`src/rtl/sdram_port_arbiter.sv`:
```
// Shares the two bank ports of the dual-bank SDRAM controller among NREQ requesters.
// Define SDRAM_ARB_STRICT_PRIO_EN for fixed lowest-index-wins priority instead of round-robin.
module sdram_port_arbiter #(
  parameter int NREQ       = 4,
  parameter int ADDR_DEPTH = 23
) (
  input  logic                           clk,
  input  logic                           rst,
  input  logic                           sd_rdy,
  input  logic                           sd_sync,
  output logic                           sd_en0,
  output logic                           sd_en1,
  output logic                           sd_rw0,
  output logic                           sd_rw1,
  output logic [ADDR_DEPTH-1:0]          sd_addr0,
  output logic [ADDR_DEPTH-1:0]          sd_addr1,
  output logic [7:0]                     sd_data_wr0,
  output logic [7:0]                     sd_data_wr1,
  input  logic [7:0]                     sd_data_rd0,
  input  logic [7:0]                     sd_data_rd1,
  input  logic [NREQ-1:0]                req_valid,
  output logic [NREQ-1:0]                req_ready,
  input  logic [NREQ-1:0]                req_rw,
  input  logic [NREQ*(ADDR_DEPTH+1)-1:0] req_addr,
  input  logic [NREQ*8-1:0]              req_wdata,
  output logic [NREQ-1:0]                rsp_valid,
  output logic [NREQ*8-1:0]              rsp_rdata
);
  localparam int IW = $clog2(NREQ);
  localparam int AW = ADDR_DEPTH + 1;

  logic [1:0]                       slot_v, slot_rw;
  logic [1:0][IW-1:0]               slot_id;
  logic [1:0][ADDR_DEPTH-1:0]       slot_addr;
  logic [1:0][7:0]                  slot_wdata;
  logic [1:0]                       pend_v, pend_rw;
  logic [1:0][IW-1:0]               pend_id;
  logic [1:0][NREQ-1:0]             cand;
  logic [1:0]                       grant_v;
  logic [1:0][IW-1:0]               grant_id;
  logic [1:0][7:0]                  rd_bus;
  logic [NREQ-1:0]                  rsp_valid_d;
  logic [NREQ*8-1:0]                rsp_rdata_d;
`ifdef SDRAM_ARB_STRICT_PRIO_EN
`else
  logic [1:0][IW-1:0]               rr_ptr, rr_nxt;
`endif

  assign rd_bus = {sd_data_rd1, sd_data_rd0};

  // Per-bank arbitration; a requester only ever targets one bank, so the two
  // grants never collide on req_ready.
  always_comb begin
    int idx;
    idx       = 0;
    req_ready = '0;
    for (int b = 0; b < 2; b++) begin
      cand[b]     = '0;
      grant_v[b]  = 1'b0;
      grant_id[b] = '0;
      for (int i = 0; i < NREQ; i++)
        cand[b][i] = req_valid[i] && (req_addr[i*AW + ADDR_DEPTH] == (b == 1));
`ifdef SDRAM_ARB_STRICT_PRIO_EN
      for (int i = NREQ-1; i >= 0; i--)
        if (cand[b][i]) begin
          grant_v[b]  = 1'b1;
          grant_id[b] = IW'(i);
        end
`else
      // Descending scan so the candidate closest to rr_ptr is assigned last.
      for (int k = NREQ-1; k >= 0; k--) begin
        idx = int'(rr_ptr[b]) + k;
        if (idx >= NREQ) idx = idx - NREQ;
        if (cand[b][idx]) begin
          grant_v[b]  = 1'b1;
          grant_id[b] = IW'(idx);
        end
      end
      rr_nxt[b] = (int'(grant_id[b]) == NREQ-1) ? '0 : grant_id[b] + 1'b1;
`endif
      grant_v[b] = grant_v[b] && !slot_v[b] && !rst;
      if (grant_v[b]) req_ready[grant_id[b]] = 1'b1;
    end
  end

  // Both banks may complete to one requester; their data is merged.
  always_comb begin
    rsp_valid_d = '0;
    rsp_rdata_d = '0;
    for (int b = 0; b < 2; b++)
      if (sd_sync && pend_v[b]) begin
        rsp_valid_d[pend_id[b]] = 1'b1;
        if (pend_rw[b]) rsp_rdata_d[int'(pend_id[b])*8 +: 8] = rsp_rdata_d[int'(pend_id[b])*8 +: 8] | rd_bus[b];
      end
  end

  always_ff @(posedge clk) begin
    if (rst) begin
      slot_v     <= '0;
      slot_rw    <= '0;
      slot_id    <= '0;
      slot_addr  <= '0;
      slot_wdata <= '0;
      pend_v     <= '0;
      pend_rw    <= '0;
      pend_id    <= '0;
      rsp_valid  <= '0;
      rsp_rdata  <= '0;
`ifdef SDRAM_ARB_STRICT_PRIO_EN
`else
      rr_ptr     <= '0;
`endif
    end else begin
      for (int b = 0; b < 2; b++) begin
        if (sd_sync && sd_rdy && slot_v[b]) begin
          slot_v[b]  <= 1'b0;
          pend_v[b]  <= 1'b1;
          pend_id[b] <= slot_id[b];
          pend_rw[b] <= slot_rw[b];
        end else begin
          if (sd_sync && pend_v[b]) pend_v[b] <= 1'b0;
          if (grant_v[b]) begin
            slot_v[b]     <= 1'b1;
            slot_id[b]    <= grant_id[b];
            slot_rw[b]    <= req_rw[grant_id[b]];
            slot_addr[b]  <= req_addr[int'(grant_id[b])*AW +: ADDR_DEPTH];
            slot_wdata[b] <= req_wdata[int'(grant_id[b])*8 +: 8];
`ifdef SDRAM_ARB_STRICT_PRIO_EN
`else
            rr_ptr[b]     <= rr_nxt[b];
`endif
          end
        end
      end
      rsp_valid <= rsp_valid_d;
      rsp_rdata <= rsp_rdata_d;
    end
  end

  assign sd_en0      = slot_v[0];
  assign sd_en1      = slot_v[1];
  assign sd_rw0      = slot_rw[0];
  assign sd_rw1      = slot_rw[1];
  assign sd_addr0    = slot_addr[0];
  assign sd_addr1    = slot_addr[1];
  assign sd_data_wr0 = slot_wdata[0];
  assign sd_data_wr1 = slot_wdata[1];

endmodule

```
`config.mk`:
```
export PLATFORM = sky130hd
export DESIGN_NAME = sdram_port_arbiter
export DESIGN_NICKNAME = d
export VERILOG_FILES = /design/src/rtl/sdram_port_arbiter.sv
export SDC_FILE = /design/constraint.sdc
export NUM_CORES = 1
export LEC_CHECK = 0
export CORE_ASPECT_RATIO = 1.25
export CORE_MARGIN = 2
export CORE_UTILIZATION = 40
export DETAILED_ROUTE_END_ITERATION = 7
export GPL_TIMING_DRIVEN = 0
export PLACE_DENSITY = 0.75
export REMOVE_ABC_BUFFERS = 1
export SETUP_SLACK_MARGIN = 0.02
export SYNTH_ARGS = -nofsm -noshare
export SYNTH_HDL_FRONTEND = slang
export SYNTH_SLANG_ARGS = --single-unit
```
`constraint.sdc`:
```
create_clock -name clk -period 4.7 [get_ports clk]
set_clock_uncertainty 0.1 [all_clocks]
set_input_delay 0.705 -clock clk [delete_from_list [all_inputs] [get_ports clk]]
set_output_delay 0.705 -clock clk [all_outputs]
set_load 0.01 [all_outputs]
```
# [After elaboration in Yosys (flattened, before gate mapping)]
# Cells that the tools add are included.
[totals] reg_bits=118 in_bits=156
[classes] multipliers=2 eq_ne=2 n_lt_le_gt_ge=24 mux=75 addsub=18 n_reduce_logical=30 shift=10 n_bitwise=11
[op_table] operator="two-way mux 32 bit" n=12
[op_table] operator="less-than comparator 32 x 4 -> 1 bit (second input constant)" n=8
[op_table] operator="indexed part select 96 x 8 -> 23 bit" n=2
[op_table] operator="indexed part select 32 x 6 -> 8 bit" n=3
[op_table] operator="negator 5 -> 33 bit" n=2
[op_table] operator="variable shift 8 x 33 -> 32 bit (first input constant)" n=2
[op_table] operator="indexed part select 8 x 33 -> 32 bit" n=2
[op_table] operator="two-way mux 1 bit" n=34
[op_table] operator="AND 32 bit" n=1
[op_table] operator="bitwise mux 32 bit" n=1
[op_table] operator="indexed part select 32 x 6 -> 8 bit (first input constant)" n=1
[op_table] operator="subtractor 3 x 3 -> 4 bit (second input constant)" n=6
[op_table] operator="logical AND 1 bit" n=21
[op_table] operator="binary-select mux 1 bit (select 2 bit)" n=10
[op_table] operator="two-way mux 2 bit" n=10
[op_table] operator=">= comparator 3 bit (second input constant)" n=6
[op_table] operator="two-way mux 4 bit" n=4
[op_table] operator="OR 8 bit" n=2
[op_table] operator="adder 2 x 2 -> 3 bit (second input constant)" n=4
[op_table] operator="less-than comparator 2 x 3 -> 1 bit (second input constant)" n=4
[op_table] operator="demux 1 bit (select 2 bit)" n=4
[op_table] operator=">= comparator 2 x 1 -> 1 bit (second input constant)" n=4
[op_table] operator="multiplier 2 x 2 -> 4 bit (second input constant)" n=2
[op_table] operator="OR 4 bit" n=2
[op_table] operator="other kinds (10)" n=25

# [Longest topological paths before layout]
# Gate-level depths: netlist of the first run.
[depth] ltp_word=17 depth_mapped=11 ltp_nobuf=9

# [Worst setup path before layout of the first run]
# Ideal clock, no wire load.
[synth_timing] path_type="input to output" startpoint="in req_addr[71]" endpoint="out req_ready[0]" t_arrival_ns=2.165 setup_slack_ns=1.730 path_stages=10 required_ns=3.895 n_path_buf=3 cell_sequence="nand2b_1 -> a211oi_1 -> o32a_1 -> clkbuf_1 -> buf_6 -> buf_6 -> inv_1 -> ha_1 -> a22oi_1 -> nor2_1"
[synth_rtl] item="start, declared" line_no="24" rtl="input logic [NREQ*(ADDR_DEPTH+1)-1:0] req_addr,"
[synth_rtl] item="end, declared" line_no="22" rtl="output logic [NREQ-1:0] req_ready,"

# [Final worst setup path of the first run]
[layout_timing] startpoint="in req_valid[2]" endpoint="out req_ready[3]"
[layout_between] elab_chain_len=15 elab_cells_between_ends=59 classes_between="order compare (4); mux (46); bitwise (1); reduce/logical (8)"
[layout_rtl] item="start, declared" line_no="21" rtl="input logic [NREQ-1:0] req_valid,"
[layout_rtl] item="logical AND 1 bit" line_no="62" rtl="cand[b][i] = req_valid[i] && (req_addr[i*AW + ADDR_DEPTH] == (b == 1));"
[layout_rtl] item="binary-select mux 1 bit (select 2 bit)" line_no="74" rtl="if (cand[b][idx]) begin"
[layout_rtl] item="two-way mux 1 bit (implied by the code) (2 in series)" line_no="74"
[layout_rtl] item="two-way mux 2 bit (4 in series)" line_no="74"
[layout_rtl] item="less-than comparator 2 x 3 -> 1 bit (implied by the code) or >= comparator 2 x 1 -> 1 bit (tied branches)" line_no="82" rtl="if (grant_v[b]) req_ready[grant_id[b]] = 1'b1;"
[layout_rtl] item="logical AND 1 bit (implied by the code)" line_no="82"
[layout_rtl] item="two-way mux 1 bit (implied by the code)" line_no="82"
[layout_rtl] item="demux 1 bit (select 2 bit)" line_no="82"
[layout_rtl] item="two-way mux 4 bit" line_no="82"
[layout_rtl] item="OR 4 bit (no source line)"
[layout_rtl] item="two-way mux 4 bit *" line_no="82"
# Mark *: on every way between the ends. The rest lies on a longest branch, timed or not. The select of a mux whose other input is x is not followed.

==> out/results.ini, run 1 <==
[logic_synthesis]
synthMuxAreaShare_pct = 20.5
synth-adder-area-share_pct = 4.02
ys_ff_latch = 118
synth.distinct_cells = 48
synth.cell_area_um2 = 6530
synth_top_family_by_area = multiplexers
yosys.area_share.xor_xnor_pct = 0
synth_area_leaders = dfxtp_1, mux2i_1, o221ai_1
ys_warn_count = 0
syn-instance-count = 658
ys_seq_area_share_pct = 36.2
async_reset_ff_share_pct = 0
yosysTopAreaCellShare_pct = 36.2
synth-simple-area-share_pct = 15.9
synth_compound_area_share_pct = 18.5
syn_area_per_cell_um2 = 9.92
synth-main-ff-cell = dfxtp_1
synth-edff-count = 0
yosysTopAreaCell = dfxtp_1

[grt]
grt_pass1_wl_um = 32800
antenna_found_initial = 0
overflow = 0
busiest_layer = met2
grt_max_degree = 69
grt_use_met1_pct = 26.7
grt_use_met3_pct = 7.88
grt_usage_pct = 23.6
grt_pass1_vias = 6270
grtUsageMet2_pct = 40.9

[setup_path]
r2r_start = slot_v[1]$_SDFFE_PP0P_
cp-startpoint = req_valid[2]
cp.required_ns = 3.89
cp_data_arrival_time_ns = 3.45
path_max_fanout = 11
rr_endpoint = sd_addr1[13]$_SDFFE_PP0P_
r2r_slack_ns = 1.96
start_kind = input pin
endpoint = req_ready[3]
cp-end-kind = primary output
reg2regPathDepth = 5
path_class = in -> out

[detailed_routing]
ant_nets = 0
drt-wirelength-per-cell_um = 18.4
via_count = 6232
drt_wl_total_um = 20700
drc_errors = 0
drt-initial-drc-count = 364
viasPerCell = 5.54
dr.pass1.iters = 4

[sta]
period_share_pct = 90.5
hold_viol_final = 0
max_freq_mhz = 235
fin_tns_setup_ns = 0
slew_violations = 0
worst_pin_slew_ns = 0.958
rsz0062_at_grt = no
finalCriticalPeriod_ns = 4.25
setup_viol = 0
relSlewSlack_pct = 36.1

[place]
hpwl_um = 14500
dp_cells = 1092
io_buffers = 261
gp_routability_congestion = 0.826

[finish]
final_common_cell = clkdlybuf4s50_1
multi_input_area_um2 = 3870
n_fill_cell = 1365
mostFrequentLayoutCells = clkdlybuf4s50_1, mux2i_1, dfxtp_1, nand3b_1, o221ai_1
finalNonFillerCells = 1124
fin_nets = 1072
final-seq-area_um2 = 2360
syn2layout_area_growth_pct = 52.6
layout-drive-gt1-share_pct = 6.61
antenna_cells = 0

[floorplan]
core_um2 = 16100
start_util_pct = 40.6
die_h_um = 147
ioPinCount = 262
rows = 52
dieArea_um2 = 17400
die_w_um = 118

[clock_network]
clock_sinks = 118
cts_tree = built
cts_hold_buf = 0
cts_buffers = 17
post_cts_buffers = 0
clk_pin_slew_worst_paths_ns = 0.05
cts_root_buffer = clkbuf_16
clk_path_buf_depth = 2
cts_max_level = 4
clkLatencyLatePin_ns = 0.41
cts_resized = 0

[run]
cap_violations = 0

[power_and_ir_drop]
total_power_mw = 3.33
power_density_nw_per_um2 = 334
p_leak_nw = 3.77
ir_worst_vdd_uv = 192

[min_path]
min_path_type = reg -> reg

[outcome]
run_status = completed

-- layer usage --
metal  up-vias  part of all wire (%)
met5         -                     0
met4         0                   2.6
met3        32                   7.4
met2       213                    50
met1      2989                    40
li1       2998                     -
-- synth_stat cells (all sizes together) (2+ instances only) --
| cell type | count |
|---|---|
| inv | 9 |
| clkbuf | 27 |
| a211o | 2 |
| a211oi | 6 |
| nand3 | 4 |
| nand3b | 65 |
| nand2 | 23 |
| a31oi | 2 |
| nand4b | 2 |
| dfxtp | 118 |
| ha | 21 |
| o221ai | 64 |
| nor3 | 2 |
| buf | 25 |
| mux2i | 134 |
| o21ai | 5 |
| nor2b | 4 |
| o31ai | 4 |
| a21oi | 10 |
| nand4 | 4 |
| a22oi | 40 |
| nor2 | 62 |
| nand2b | 9 |
-- worst min path at each step --
| stage | to | depth (start not counted) | slack (ns) | start |
|---|---|---|---|---|
| final | slot_id[1]$_SDFFE_PP0P_ | 2 | 0.35 | slot_id[1]$_SDFFE_PP0P_ |
| after global routing | slot_id[3]$_SDFFE_PP0P_ | 2 | 0.37 | slot_id[3]$_SDFFE_PP0P_ |
| after CTS | slot_id[1]$_SDFFE_PP0P_ | 2 | 0.35 | slot_id[1]$_SDFFE_PP0P_ |
| after detailed placement | slot_id[1]$_SDFFE_PP0P_ | 2 | 0.35 | slot_id[1]$_SDFFE_PP0P_ |
| after global placement | slot_id[3]$_SDFFE_PP0P_ | 2 | 0.34 | slot_id[3]$_SDFFE_PP0P_ |
| after floorplan | slot_id[1]$_SDFFE_PP0P_ | 2 | 0.33 | slot_id[1]$_SDFFE_PP0P_ |
-- worst max-delay path: stages --
cell	delay, ns
clkdlybuf4s50_1	0.47
nand2_1	0.12
a21oi_1	0.20
o21ai_1	0.15
a32oi_4	0.63
buf_16	0.23
ha_1	0.17
a22oi_1	0.09
nor2_1	0.12
clkdlybuf4s50_1	0.56
-- layout make-up --
class	instances	share of cell area, %
inverters	9	0.339
clock inverters	15	1.67
well taps	216	2.71
flip-flops and latches	118	23.7
repair buffers	270	28.5
multi-input cells	479	38.8
clock buffers	17	4.27
-- cells by family after synthesis --
group | Yosys count
AND/OR/NAND/NOR | 183
AO/OA/AOI/OAI | 141
multiplexers | 134
flip-flops | 118
buffers and inverters | 61
adder cells (fa/ha/maj) | 21
-- stage by stage --
stage / instance area, um^2 / utilization [%] / setup WS (ns) / hold slack (ns)
floorplan: 6240 / - / -0.798 / 0.330
global placement: 9130 / 56.8 / -3.11 / 0.344
detailed placement: 9370 / 58.3 / 0.438 / 0.347
CTS: 9960 / 62.0 / 0.432 / 0.355
global route: 9960 / 62.0 / 0.224 / 0.373
finish: 9960 / 62.0 / 0.447 / 0.351
-- sequential cells by signal (all words and copies together) (netlist names) --
signal / cells
rsp_rdata: 32
pend_rw: 2
pend_v: 2
slot_rw: 2
sd_data_wr1: 8
slot_v: 2
sd_data_wr0: 8
sd_addr1: 23
slot_id: 4
sd_addr0: 23
rr_ptr: 4
rsp_valid: 4
pend_id: 4
-- power breakdown --
part	total (mW)	leakage [nW]	internal [mW]	switching, mW
registers	1.15	0.964	1.09	0.0553
clock network	1.30	0.293	0.792	0.508
logic	0.880	2.51	0.477	0.403
No activity file was read; power rests on OpenSTA's default activity.
==> inputs of run 2 (changes only) <==
--- a/config.mk
+++ b/config.mk
@@ -7,10 +7,10 @@
 export LEC_CHECK = 0
 export CORE_ASPECT_RATIO = 1.25
 export CORE_MARGIN = 2
-export CORE_UTILIZATION = 40
+export CORE_UTILIZATION = 47
 export DETAILED_ROUTE_END_ITERATION = 7
 export GPL_TIMING_DRIVEN = 0
-export PLACE_DENSITY = 0.75
+export PLACE_DENSITY = 0.86
 export REMOVE_ABC_BUFFERS = 1
 export SETUP_SLACK_MARGIN = 0.02
 export SYNTH_ARGS = -nofsm -noshare
==> out/results.ini, run 2 (synthesis gave the netlist of run 1 again) <==
[setup_path]
endpoint = req_ready[1]
rr_endpoint = rsp_rdata[31]$_SDFF_PP0_
cp_data_arrival_time_ns = 3.64
path_max_fanout = 17
cp-end-kind = primary output
r2r_start = pend_id[0]$_SDFFE_PP0P_
reg2regPathDepth = 8
path_class = in -> out
worst_path_largest_cell_delay_ns = 0.51
r2r_slack_ns = 1.90
cp-startpoint = req_valid[2]
start_kind = input pin
slowest_stage = clkdlybuf4s50_1
cp.required_ns = 3.89
path_cells = clkdlybuf4s50_1 -> nand2_1 -> a21oi_1 -> o21ai_1 -> a32oi_4 -> buf_16 -> buf_16 -> inv_1 -> ha_1 -> a22oi_1 -> nor2_1 -> clkdlybuf4s50_1

[grt]
antenna_found_initial = 0
overflow = 0
grt_usage_pct = 28.8
grt_pass1_wl_um = 33300
grt_pass1_vias = 6514
grt_max_degree = 73

[clock_network]
cts_root_buffer = clkbuf_16
cts_resized = 0
cts_tree = built
post_cts_buffers = 0
cts_hold_buf = 0
cts_max_level = 4
clk_path_buf_depth = 2
clock_sinks = 118
clkLatencyLatePin_ns = 0.41
cts_buffers = 17
clk_pin_slew_worst_paths_ns = 0.05

[finish]
fin_util_pct = 72.4
mostFrequentLayoutCells = clkdlybuf4s50_1, mux2i_1, dfxtp_1, nand3b_1, o221ai_1
fin_nets = 1070
largest_reg_flops = 32
syn2layout_area_growth_pct = 51.8
top_register = rsp_rdata
antenna_cells = 0
final_common_cell = clkdlybuf4s50_1
layout-drive-gt1-share_pct = 6.62

[floorplan]
die_h_um = 136
dieArea_um2 = 14900
ioPinCount = 262
rows = 48
die_w_um = 109
core_um2 = 13700
start_util_pct = 47.7

[min_path]
min_path_type = reg -> reg
holdPathStages = 2

[sta]
max_freq_mhz = 225
hold_viol_final = 0
worst_pin_slew_ns = 1.06
period_share_pct = 94.5
setup_viol = 0
slew_violations = 0
relSlewSlack_pct = 29.2
finalCriticalPeriod_ns = 4.44
rsz0062_at_grt = no
whs_ns = 0.373

[detailed_routing]
drt_wl_total_um = 21600
drt-wirelength-per-cell_um = 20.0
ant_nets = 0
drt-initial-drc-count = 238
via_count = 6430
drc_errors = 0
dr.pass1.iters = 5
viasPerCell = 5.95

[power_and_ir_drop]
power_density_nw_per_um2 = 349
p_leak_nw = 3.77
total_power_mw = 3.45
ir_worst_vdd_uv = 293

[place]
hpwl_um = 14500
gp_routability_congestion = 0.847
io_buffers = 261

[outcome]
run_status = completed

[run]
cap_violations = 0

## run 2: changes by cell type in the layout (fill, tap and decap cells not counted), sizes merged
cell	delta
buf	-2
clkinv	-2
bufinv	+2
## run 2: worst min path at each step
| stage | endpoint | slack [ns] | startpoint |
|---|---|---|---|
| floorplan | slot_id[1]$_SDFFE_PP0P_ | 0.33 | slot_id[1]$_SDFFE_PP0P_ |
| global route | slot_id[1]$_SDFFE_PP0P_ | 0.39 | slot_id[1]$_SDFFE_PP0P_ |
| finish | slot_id[3]$_SDFFE_PP0P_ | 0.37 | slot_id[3]$_SDFFE_PP0P_ |
| global placement | slot_id[1]$_SDFFE_PP0P_ | 0.34 | slot_id[1]$_SDFFE_PP0P_ |
| detailed placement | slot_id[1]$_SDFFE_PP0P_ | 0.35 | slot_id[1]$_SDFFE_PP0P_ |
| CTS | slot_id[3]$_SDFFE_PP0P_ | 0.36 | slot_id[3]$_SDFFE_PP0P_ |
## run 2: stage by stage
step | area (um^2) | worst slack (ns) | TNS (ns) | instances
after global placement | 9080 | -3.16 | -109.66 | 1042
after CTS | 9900 | 0.272 | 0 | 1081
after floorplan | 6240 | -0.798 | -3.27 | 606
final | 9910 | 0.259 | 0 | 1081
after detailed placement | 9260 | 0.283 | 0 | 1049
after global routing | 9910 | 0.110 | 0 | 1081
## run 2: per-layer routing
metal,vias to the layer above,track usage [%],routed length [um]
met1,3089,30.9,7920
met5,-,0,0
met2,289,52.1,11500
met4,0,11.8,626
met3,46,8.27,1560
li1,3006,-,-
## run 2: report_power, final
group	leakage (nW)	switching, mW	total (mW)	internal, mW
clock	0.315	0.521	1.42	0.902
combinational	2.49	0.411	0.883	0.472
sequential	0.964	0.0552	1.15	1.09
## run 2: area by class of cell
cell class	count	area, um^2
repair buffers	268	2780
fillers	1011	3780
flip-flops and latches	118	2360
clock inverters	15	215
clock buffers	17	425
multi-input cells	479	3870
well taps	175	219
inverters	9	33.8
## run 2: worst max-delay path: cells and delay by family
family	cells	cell delay, ns
buffers and inverters	5	1.50
adders and majority gates	1	0.18
AOI/OAI and AO/OA	4	1.04
and+or+nand+nor	2	0.20
